### src/rtl/load_pkg.sv
// Shared load-unit types: RISC-V load funct3 codes, decoded load type, FSM states.
package load_pkg;

  localparam logic [2:0] F3_LB  = 3'b000;
  localparam logic [2:0] F3_LH  = 3'b001;
  localparam logic [2:0] F3_LW  = 3'b010;
  localparam logic [2:0] F3_LD  = 3'b011;
  localparam logic [2:0] F3_LBU = 3'b100;
  localparam logic [2:0] F3_LHU = 3'b101;
  localparam logic [2:0] F3_LWU = 3'b110;

  typedef enum logic [2:0] {
    LT_LB, LT_LH, LT_LW, LT_LD, LT_LBU, LT_LHU, LT_LWU
  } loadtype_e;

  typedef enum logic [1:0] {
    S_IDLE, S_RD0, S_RD1, S_RESP
  } state_e;

  function automatic logic [3:0] lt_bytes(input loadtype_e lt);
    case (lt)
      LT_LB, LT_LBU: return 4'd1;
      LT_LH, LT_LHU: return 4'd2;
      LT_LW, LT_LWU: return 4'd4;
      default:       return 4'd8;
    endcase
  endfunction

endpackage

### src/rtl/load_extract.sv
// Combinational little-endian byte extraction and sign/zero extension of a
// load result from a pair of memory words (low word first).
module load_extract
  import load_pkg::*;
#(
  parameter int XLEN = 32,
  parameter int OFFW = $clog2(XLEN / 8)
) (
  input  logic [XLEN-1:0] word_lo,
  input  logic [XLEN-1:0] word_hi,
  input  logic [OFFW-1:0] offset,
  input  loadtype_e       ltype,
  output logic [XLEN-1:0] data
);

  logic [XLEN-1:0] win;

  function automatic logic [XLEN-1:0] sext8(input logic signed [7:0] v);
    return XLEN'(v);
  endfunction

  function automatic logic [XLEN-1:0] sext16(input logic signed [15:0] v);
    return XLEN'(v);
  endfunction

  function automatic logic [XLEN-1:0] sext32(input logic signed [31:0] v);
    return XLEN'(v);
  endfunction

  always_comb begin
    // Shifting the concatenated pair lets a split access pick up its high
    // bytes from the second word with no extra muxing.
    win  = XLEN'({word_hi, word_lo} >> {offset, 3'b000});
    data = '0;
    case (ltype)
      LT_LB:   data = sext8(win[7:0]);
      LT_LH:   data = sext16(win[15:0]);
      LT_LW:   data = sext32(win[31:0]);
      LT_LBU:  data = XLEN'(win[7:0]);
      LT_LHU:  data = XLEN'(win[15:0]);
      LT_LWU:  data = XLEN'(win[31:0]);
      LT_LD:   data = win;
      default: data = '0;
    endcase
  end

endmodule

### src/rtl/load_unit.sv
// RISC-V load unit: decode, word-aligned memory read(s), extraction.
// Define LOAD_MISALIGNED_SPLIT_EN to service word-crossing loads with a second read.
module load_unit
  import load_pkg::*;
#(
  parameter int XLEN   = 32,
  parameter int ADDR_W = 32
) (
  input  logic              clk,
  input  logic              reset_n,
  input  logic              req_valid,
  output logic              req_ready,
  input  logic [2:0]        req_funct3,
  input  logic [ADDR_W-1:0] req_addr,
  output logic              mem_re,
  output logic [ADDR_W-1:0] mem_addr,
  input  logic              mem_rvalid,
  input  logic [XLEN-1:0]   mem_rdata,
  output logic              rsp_valid,
  output logic [XLEN-1:0]   rsp_data,
  output logic              rsp_misaligned,
  output logic              rsp_illegal
);

  localparam int NB   = XLEN / 8;
  localparam int OFFW = $clog2(NB);

  state_e            state, state_nx;
  loadtype_e         dec_ltype, ltype_q;
  logic              dec_legal, dec_mis, accept, split;
  logic              illegal_q, misal_q;
  logic [ADDR_W-1:0] addr_q, addr_al;
  logic [XLEN-1:0]   word0_q, word_hi, ext_data;

  always_comb begin
    dec_ltype = LT_LB;
    dec_legal = 1'b1;
    case (req_funct3)
      F3_LB:   dec_ltype = LT_LB;
      F3_LH:   dec_ltype = LT_LH;
      F3_LW:   dec_ltype = LT_LW;
      F3_LBU:  dec_ltype = LT_LBU;
      F3_LHU:  dec_ltype = LT_LHU;
      F3_LD:   begin dec_ltype = LT_LD;  dec_legal = (XLEN == 64); end
      F3_LWU:  begin dec_ltype = LT_LWU; dec_legal = (XLEN == 64); end
      default: dec_legal = 1'b0;
    endcase
  end

  assign accept  = req_valid && (state == S_IDLE);
  assign addr_al = {addr_q[ADDR_W-1:OFFW], {OFFW{1'b0}}};

`ifdef LOAD_MISALIGNED_SPLIT_EN
  logic [XLEN-1:0] word1_q;
  logic [4:0]      end_b;

  assign dec_mis = 1'b0;
  assign end_b   = 5'(addr_q[OFFW-1:0]) + 5'(lt_bytes(ltype_q));
  assign split   = end_b > 5'(NB);
  assign word_hi = word1_q;

  always_ff @(posedge clk) begin
    if (state == S_RD1 && mem_rvalid) word1_q <= mem_rdata;
  end
`else
  // Natural alignment: the offset must be a multiple of the access size.
  assign dec_mis = |(req_addr[OFFW-1:0] & OFFW'(lt_bytes(dec_ltype) - 4'd1));
  assign split   = 1'b0;
  assign word_hi = '0;
`endif

  always_ff @(posedge clk or negedge reset_n) begin
    if (!reset_n) begin
      state     <= S_IDLE;
      illegal_q <= 1'b0;
      misal_q   <= 1'b0;
    end else begin
      state <= state_nx;
      if (accept) begin
        illegal_q <= !dec_legal;
        misal_q   <= dec_legal && dec_mis;
      end
    end
  end

  always_ff @(posedge clk) begin
    if (accept) begin
      ltype_q <= dec_ltype;
      addr_q  <= req_addr;
    end
    if (state == S_RD0 && mem_rvalid) word0_q <= mem_rdata;
  end

  load_extract #(.XLEN(XLEN), .OFFW(OFFW)) u_extract (
    .word_lo (word0_q),
    .word_hi (word_hi),
    .offset  (addr_q[OFFW-1:0]),
    .ltype   (ltype_q),
    .data    (ext_data)
  );

  always_comb begin
    state_nx       = state;
    req_ready      = 1'b0;
    mem_re         = 1'b0;
    mem_addr       = '0;
    rsp_valid      = 1'b0;
    rsp_data       = '0;
    rsp_misaligned = 1'b0;
    rsp_illegal    = 1'b0;
    case (state)
      S_IDLE: begin
        req_ready = 1'b1;
        if (req_valid) state_nx = (!dec_legal || dec_mis) ? S_RESP : S_RD0;
      end
      S_RD0: begin
        mem_re   = 1'b1;
        mem_addr = addr_al;
        if (mem_rvalid) state_nx = split ? S_RD1 : S_RESP;
      end
`ifdef LOAD_MISALIGNED_SPLIT_EN
      S_RD1: begin
        mem_re   = 1'b1;
        mem_addr = addr_al + ADDR_W'(NB);
        if (mem_rvalid) state_nx = S_RESP;
      end
`endif
      S_RESP: begin
        rsp_valid      = 1'b1;
        rsp_misaligned = misal_q;
        rsp_illegal    = illegal_q;
        rsp_data       = (illegal_q || misal_q) ? '0 : ext_data;
        state_nx       = S_IDLE;
      end
      default: state_nx = S_IDLE;
    endcase
  end

endmodule

### config.mk
export PLATFORM = sky130hd
export DESIGN_NAME = load_unit
export DESIGN_NICKNAME = d
export VERILOG_FILES = /design/src/rtl/load_pkg.sv /design/src/rtl/load_extract.sv /design/src/rtl/load_unit.sv
export SDC_FILE = /design/constraint.sdc
export NUM_CORES = 1
export LEC_CHECK = 0
export BUFFER_PORTS_ARGS = -buffer_cell sky130_fd_sc_hd__buf_4
export CAP_MARGIN = 20
export CORE_MARGIN = 3
export CORE_UTILIZATION = 48
export DETAILED_ROUTE_END_ITERATION = 12
export GPL_TIMING_DRIVEN = 0
export PLACE_DENSITY_LB_ADDON = 0.15
export SYNTH_ARGS = -nofsm -noshare
export SYNTH_HDL_FRONTEND = slang
export SYNTH_SLANG_ARGS = --single-unit
### constraint.sdc
create_clock -name clk -period 2.4 [get_ports clk]
set_input_delay 0.36 -clock clk [delete_from_list [all_inputs] [get_ports clk]]
set_output_delay 0.36 -clock clk [all_outputs]
set_load 0.02 [all_outputs]
# --- Yosys cells after proc, flatten, opt, wreduce, memory -nomap -nowiden ---
# Index checks and enable logic that the tools add are counted.
op_classes:
  add_sub_neg: 1
  eq_ne: 21
  shifts: 1
  n_mux: 16
  bitwise_logic: 1
  n_reduce_logical: 17
op_table:
  columns: ["op", "n"]
  rows:
  - ["32-bit one-hot mux with 5 select lines", 1]
  - ["32-bit 2-to-1 mux", 3]
  - ["32-bit by 5-bit >> shifter with 32-bit output", 1]
  - ["3-bit equality test (second input constant)", 9]
  - ["3-bit one-hot mux with 6 select lines", 1]
  - ["3-bit by 2-bit equality test with 1-bit output (second input constant)", 5]
  - ["3-bit by 1-bit equality test with 1-bit output (second input constant)", 3]
  - ["3-bit zero test", 3]
  - ["2-bit OR reduction", 4]
  - ["1-bit 2-to-1 mux", 6]
  - ["2-bit 2-to-1 mux", 3]
  - ["2-bit one-hot mux with 3 select lines", 1]
  - ["5-bit OR reduction", 1]
  - ["2-bit inequality test (second input constant)", 2]
  - ["2-bit one-hot mux with 2 select lines", 1]
  - ["1-bit logical AND", 3]
  - ["3-bit OR reduction", 1]
  - ["2-bit AND", 1]
  - ["2-bit by 1-bit equality test with 1-bit output (second input constant)", 1]
  - ["2-bit equality test (second input constant)", 1]
  - ["2-bit zero test", 1]
  - ["1-bit logical OR", 2]
  - ["2-bit AND reduction", 1]
  - ["2-bit by 1-bit subtractor with 2-bit output (second input constant)", 1]
  - ["1-bit zero test", 1]
totals:
  regBits: 71
  in_bits: 71
  output_inout_bits: 69
  word_cells: 63

# --- Depth between registers and ports, before layout ---
logic_depth:
  word_depth: 12
  mapped_depth: 6

# --- Cells and area by module ---
# From an unflattened synthesis, not the netlist that was laid out.
hier_totals:
  cells_unflattened: 278
  area_unflattened_um2: 3947.5
by_module_without_submodules:
  columns: ["module", "instances", "cells_each", "area_each_um2"]
  rows:
  - ["load_unit", 1, 166, 2702.6]
  - ["load_extract", 1, 112, 1244.9]

# --- Worst setup path before layout ---
# Ideal clock, no wire load.
synth_path:
  path_kind: "register -> output"
  startpoint: "register addr_q[1]"
  endpoint: "output rsp_data[10]"
  arrival_time_ns: 1.789
  t_required_ns: 2.040
  setup_slack_ns: 0.251
  path_stages_with_launch: 7
  path_buffers: 2
  cell_sequence: "edfxtp_1 -> buf_6 -> mux2i_1 -> mux2_4 -> or4_4 -> buf_6 -> a21oi_1"
synth_between:
  elab_chain_len: 4
synth_lines:
  columns: ["element", "line_no", "source"]
  rows:
  - ["start, declared", "load_unit.sv:32", "logic [ADDR_W-1:0] addr_q, addr_al;"]
  - ["start signal, assigned", "load_unit.sv:89", "addr_q <= req_addr;"]
  - ["32-bit by 5-bit >> shifter with 32-bit output", "load_extract.sv:33", "win = XLEN'({word_hi, word_lo} >> {offset, 3'b000});"]
  - ["32-bit one-hot mux with 5 select lines", "load_extract.sv:35", "case (ltype)"]
  - ["32-bit 2-to-1 mux", "load_unit.sv:132", "rsp_data = (illegal_q || misal_q) ? '0 : ext_data;"]
  - ["32-bit 2-to-1 mux", "load_unit.sv:111", "case (state)"]
  - ["end, declared", "load_unit.sv:20", "output logic [XLEN-1:0] rsp_data,"]
# No other way between the ends.

# --- Worst setup path after layout ---
layout_path:
  startpoint: "register addr_q[1]"
  endpoint: "output rsp_data[28]"
# The elaborated chain is that of the path after synthesis.

==> impl_metrics.toml <==
[synth]
synth_area_leader_cell = "edfxtp_1"
synth_edf_count = 67
yosys_warnings = 0
syn_avg_cell_area_um2 = 13.5
synth_common_cells = "edfxtp_1, and2_1, mux2i_1, o21ai_0, a211oi_1"
synth_top_area_frac = 0.618
synth-seq-cells = 71
ys_seq_area_frac = 0.648
synth_flop_cell = "edfxtp_1"
netlist_instances = 241
synth_area_leaders = "edfxtp_1, and2_1, mux2i_1"
async_reset_ff_frac = 0.0563
synth_cell_types = 36
yosysMostFrequentCell = "edfxtp_1"
mappedNetlistArea_um2 = 3260

[timing]
max_slew_margin = 0.400
max_freq_mhz = 398
layout_setup_ws_ns = -0.115
hold_ws_ns = 0.183
finalSetupViolCount = 24
clock_skew_ns = 0.00944
slew_violations = 0
rsz0062_at_grt = "true"
worst_pin_slew_ns = 0.899
fin_crit_ns = 2.51
period_share = 1.05
hold_violations = 0

[route]
vias = 2557
first_pass_iters = 4
drt_iter0_markers = 140
drt-total-wl_mm = 8.34
wl_per_cell_um = 17.2
drc_errors = 0
ant_nets = 0
vias_per_cell = 5.28

[power]
power_frac_clock = 0.197
total_power_uw = 4620
peakVddDrop_v = 0.000578
internal_power_uw = 2970
leakagePower_uw = 0.00208
p_sw_uw = 1650
seq_power_share = 0.392
p_per_area_nw_per_um2 = 948
comb_power_share = 0.410
switching_share = 0.357

[outcome]
violations = "negative setup slack"
status = "complete, but fails checks"

[grt]
grt.overflow.total = 0
grt_pass1_vias = 2488
grt.total_usage = 0.221
grt_start_max_net_pins = 20
antenna_found_initial = 0
grt_pass1_wl_mm = 12.6

[cts]
cts.sinks = 71
clockRootBuffer = "clkbuf_8"
clkSlewWorstSetupHoldPaths_ns = 0.08
cts_tree = "done"
cts_buffer_depth = 2
clock_latency_ns = 0.35
cts_buffers = 9
htreeDepth = 3

[job]
maxCapViolations = 0

[cells_and_area]
layout-drive-gt1-share = 0.486
finish.utilization = 0.754
diodes = 0
multiInputGateArea_um2 = 1150
layout.nets = 474
syn_to_final_growth_pct = 49.5
regArea_um2 = 2110
n_fill_cell = 450

[place]
place.port_buffers = 137
place_ws_ns = 0.0472
hpwlAfterDp_mm = 5.93
gp_congestion = 0.839

[die]
fp.dieArea_um2 = 7810
std_cell_rows = 29
die_height_um = 88.4
core_area_um2 = 6460
ios = 140
initial_core_util = 0.504
die_w_um = 88.4

[setup_path]
critical_path.max_fanout = 5
endpoint_kind = "output port"
worstPathRequired_ns = 2.04
worstSetupPathType = "flop to output port"
cp-start-kind = "flop"
arrival_ns = 2.15

[worst_hold_path]
hold_path.class = "input port to flop"
-- worst max-delay path: stages, from the launching register on --
cell,delay [ns]
edfxtp_1,0.34
buf_6,0.12
mux4_2,0.53
o2111ai_4,0.31
buf_12,0.16
a21bo_4,0.22
buf_6,0.12
-- registers in the layout, indices dropped and copies added (netlist names) --
signal     flops
word0_q       32
ltype_q        3
illegal_q      1
state          2
addr_q        32
misal_q        1
-- final cells by class --
cell class,count,area share
Timing Repair Buffer,152,0.254
Tap cell,77,0.0198
Inverter,1,0.000771
Clock buffer,9,0.0254
Multi-Input combinational cell,155,0.237
Sequential cell,71,0.434
Clock inverter,6,0.0128
Buffer,13,0.0167
-- power groups by stage --
stage / clock [uW] / sequential [uW] / combinational [uW]
after floorplan: 0 / 1790 / 1040
after global placement: 0 / 1820 / 1700
after detailed placement: 0 / 1830 / 1790
after CTS: 929 / 1810 / 1850
after global routing: 986 / 1850 / 2030
final: 911 / 1810 / 1890
-- logic make-up after synthesis --
logic type / synth area share
buf+inv: 0.0284
mux: 0.0668
simple gates: 0.134
other cells: 0.00115
flops: 0.648
compound gates: 0.122
-- final timing paths --
| path | from | end | slack (ns) | depth (start not counted) |
|---|---|---|---|---|
| max | addr_q[1]$_DFFE_PP_ | rsp_data[28] | -0.11 | 6 |
| min | mem_rdata[8] | word0_q[8]$_DFFE_PP_ | 0.18 | 1 |
| max reg2reg | state[0]$_DFFE_PN0P_ | word0_q[9]$_DFFE_PP_ | 0.34 | 3 |
| min reg2reg | illegal_q$_DFFE_PN0P_ | illegal_q$_DFFE_PN0P_ | 0.52 | 1 |
| max in group asynchronous | reset_n | state[0]$_DFFE_PN0P_ | 1.96 | 2 |
| min in group asynchronous | reset_n | misal_q$_DFFE_PN0P_ | 0.35 | 2 |
-- cell usage in the layout, fill, tap and decap left out, types with 5 or more instances in the layout --
cell	synthesis	routed
buf_4	2	136
edfxtp_1	67	67
and2_1	40	40
mux2i_1	18	18
buf_6	3	16
o21ai_0	17	13
a211oi_1	14	13
nor2_1	13	12
nor2b_1	10	9
clkbuf_8	0	9
a21oi_2	1	8
clkbuf_1	7	5
a21bo_4	0	5
-- repair_timing --
| item | in CTS | in global routing |
|---|---|---|
| gates resized for setup | 31 | 13 |
| buffers inserted | 5 | 6 |
| endpoints found under the setup margin | 30 | 26 |
| cloned | 1 | 0 |
| endpoints found under the hold margin | 4 | 0 |
| pin swaps | 3 | 1 |
| hold buffers | 1 | 0 |
-- routing by layer --
metal	vias up	track usage	part of all wire
met1	1216	0.267	0.37
li1	1210	-	-
met4	0	0.0920	0.022
met3	18	0.0736	0.091
met2	113	0.364	0.52
met5	-	0	0
-- through the flow --
stage | TNS [ns] | cells | instance area (um2)
CTS | -2.33 | 478 | 4770
floorplan | 0 | 242 | 3260
global placement | 0 | 456 | 4390
global route | -3.90 | 484 | 4870
detailed placement | 0 | 458 | 4430
finish | -1.96 | 484 | 4870
(Power assumes the default switching activity.)
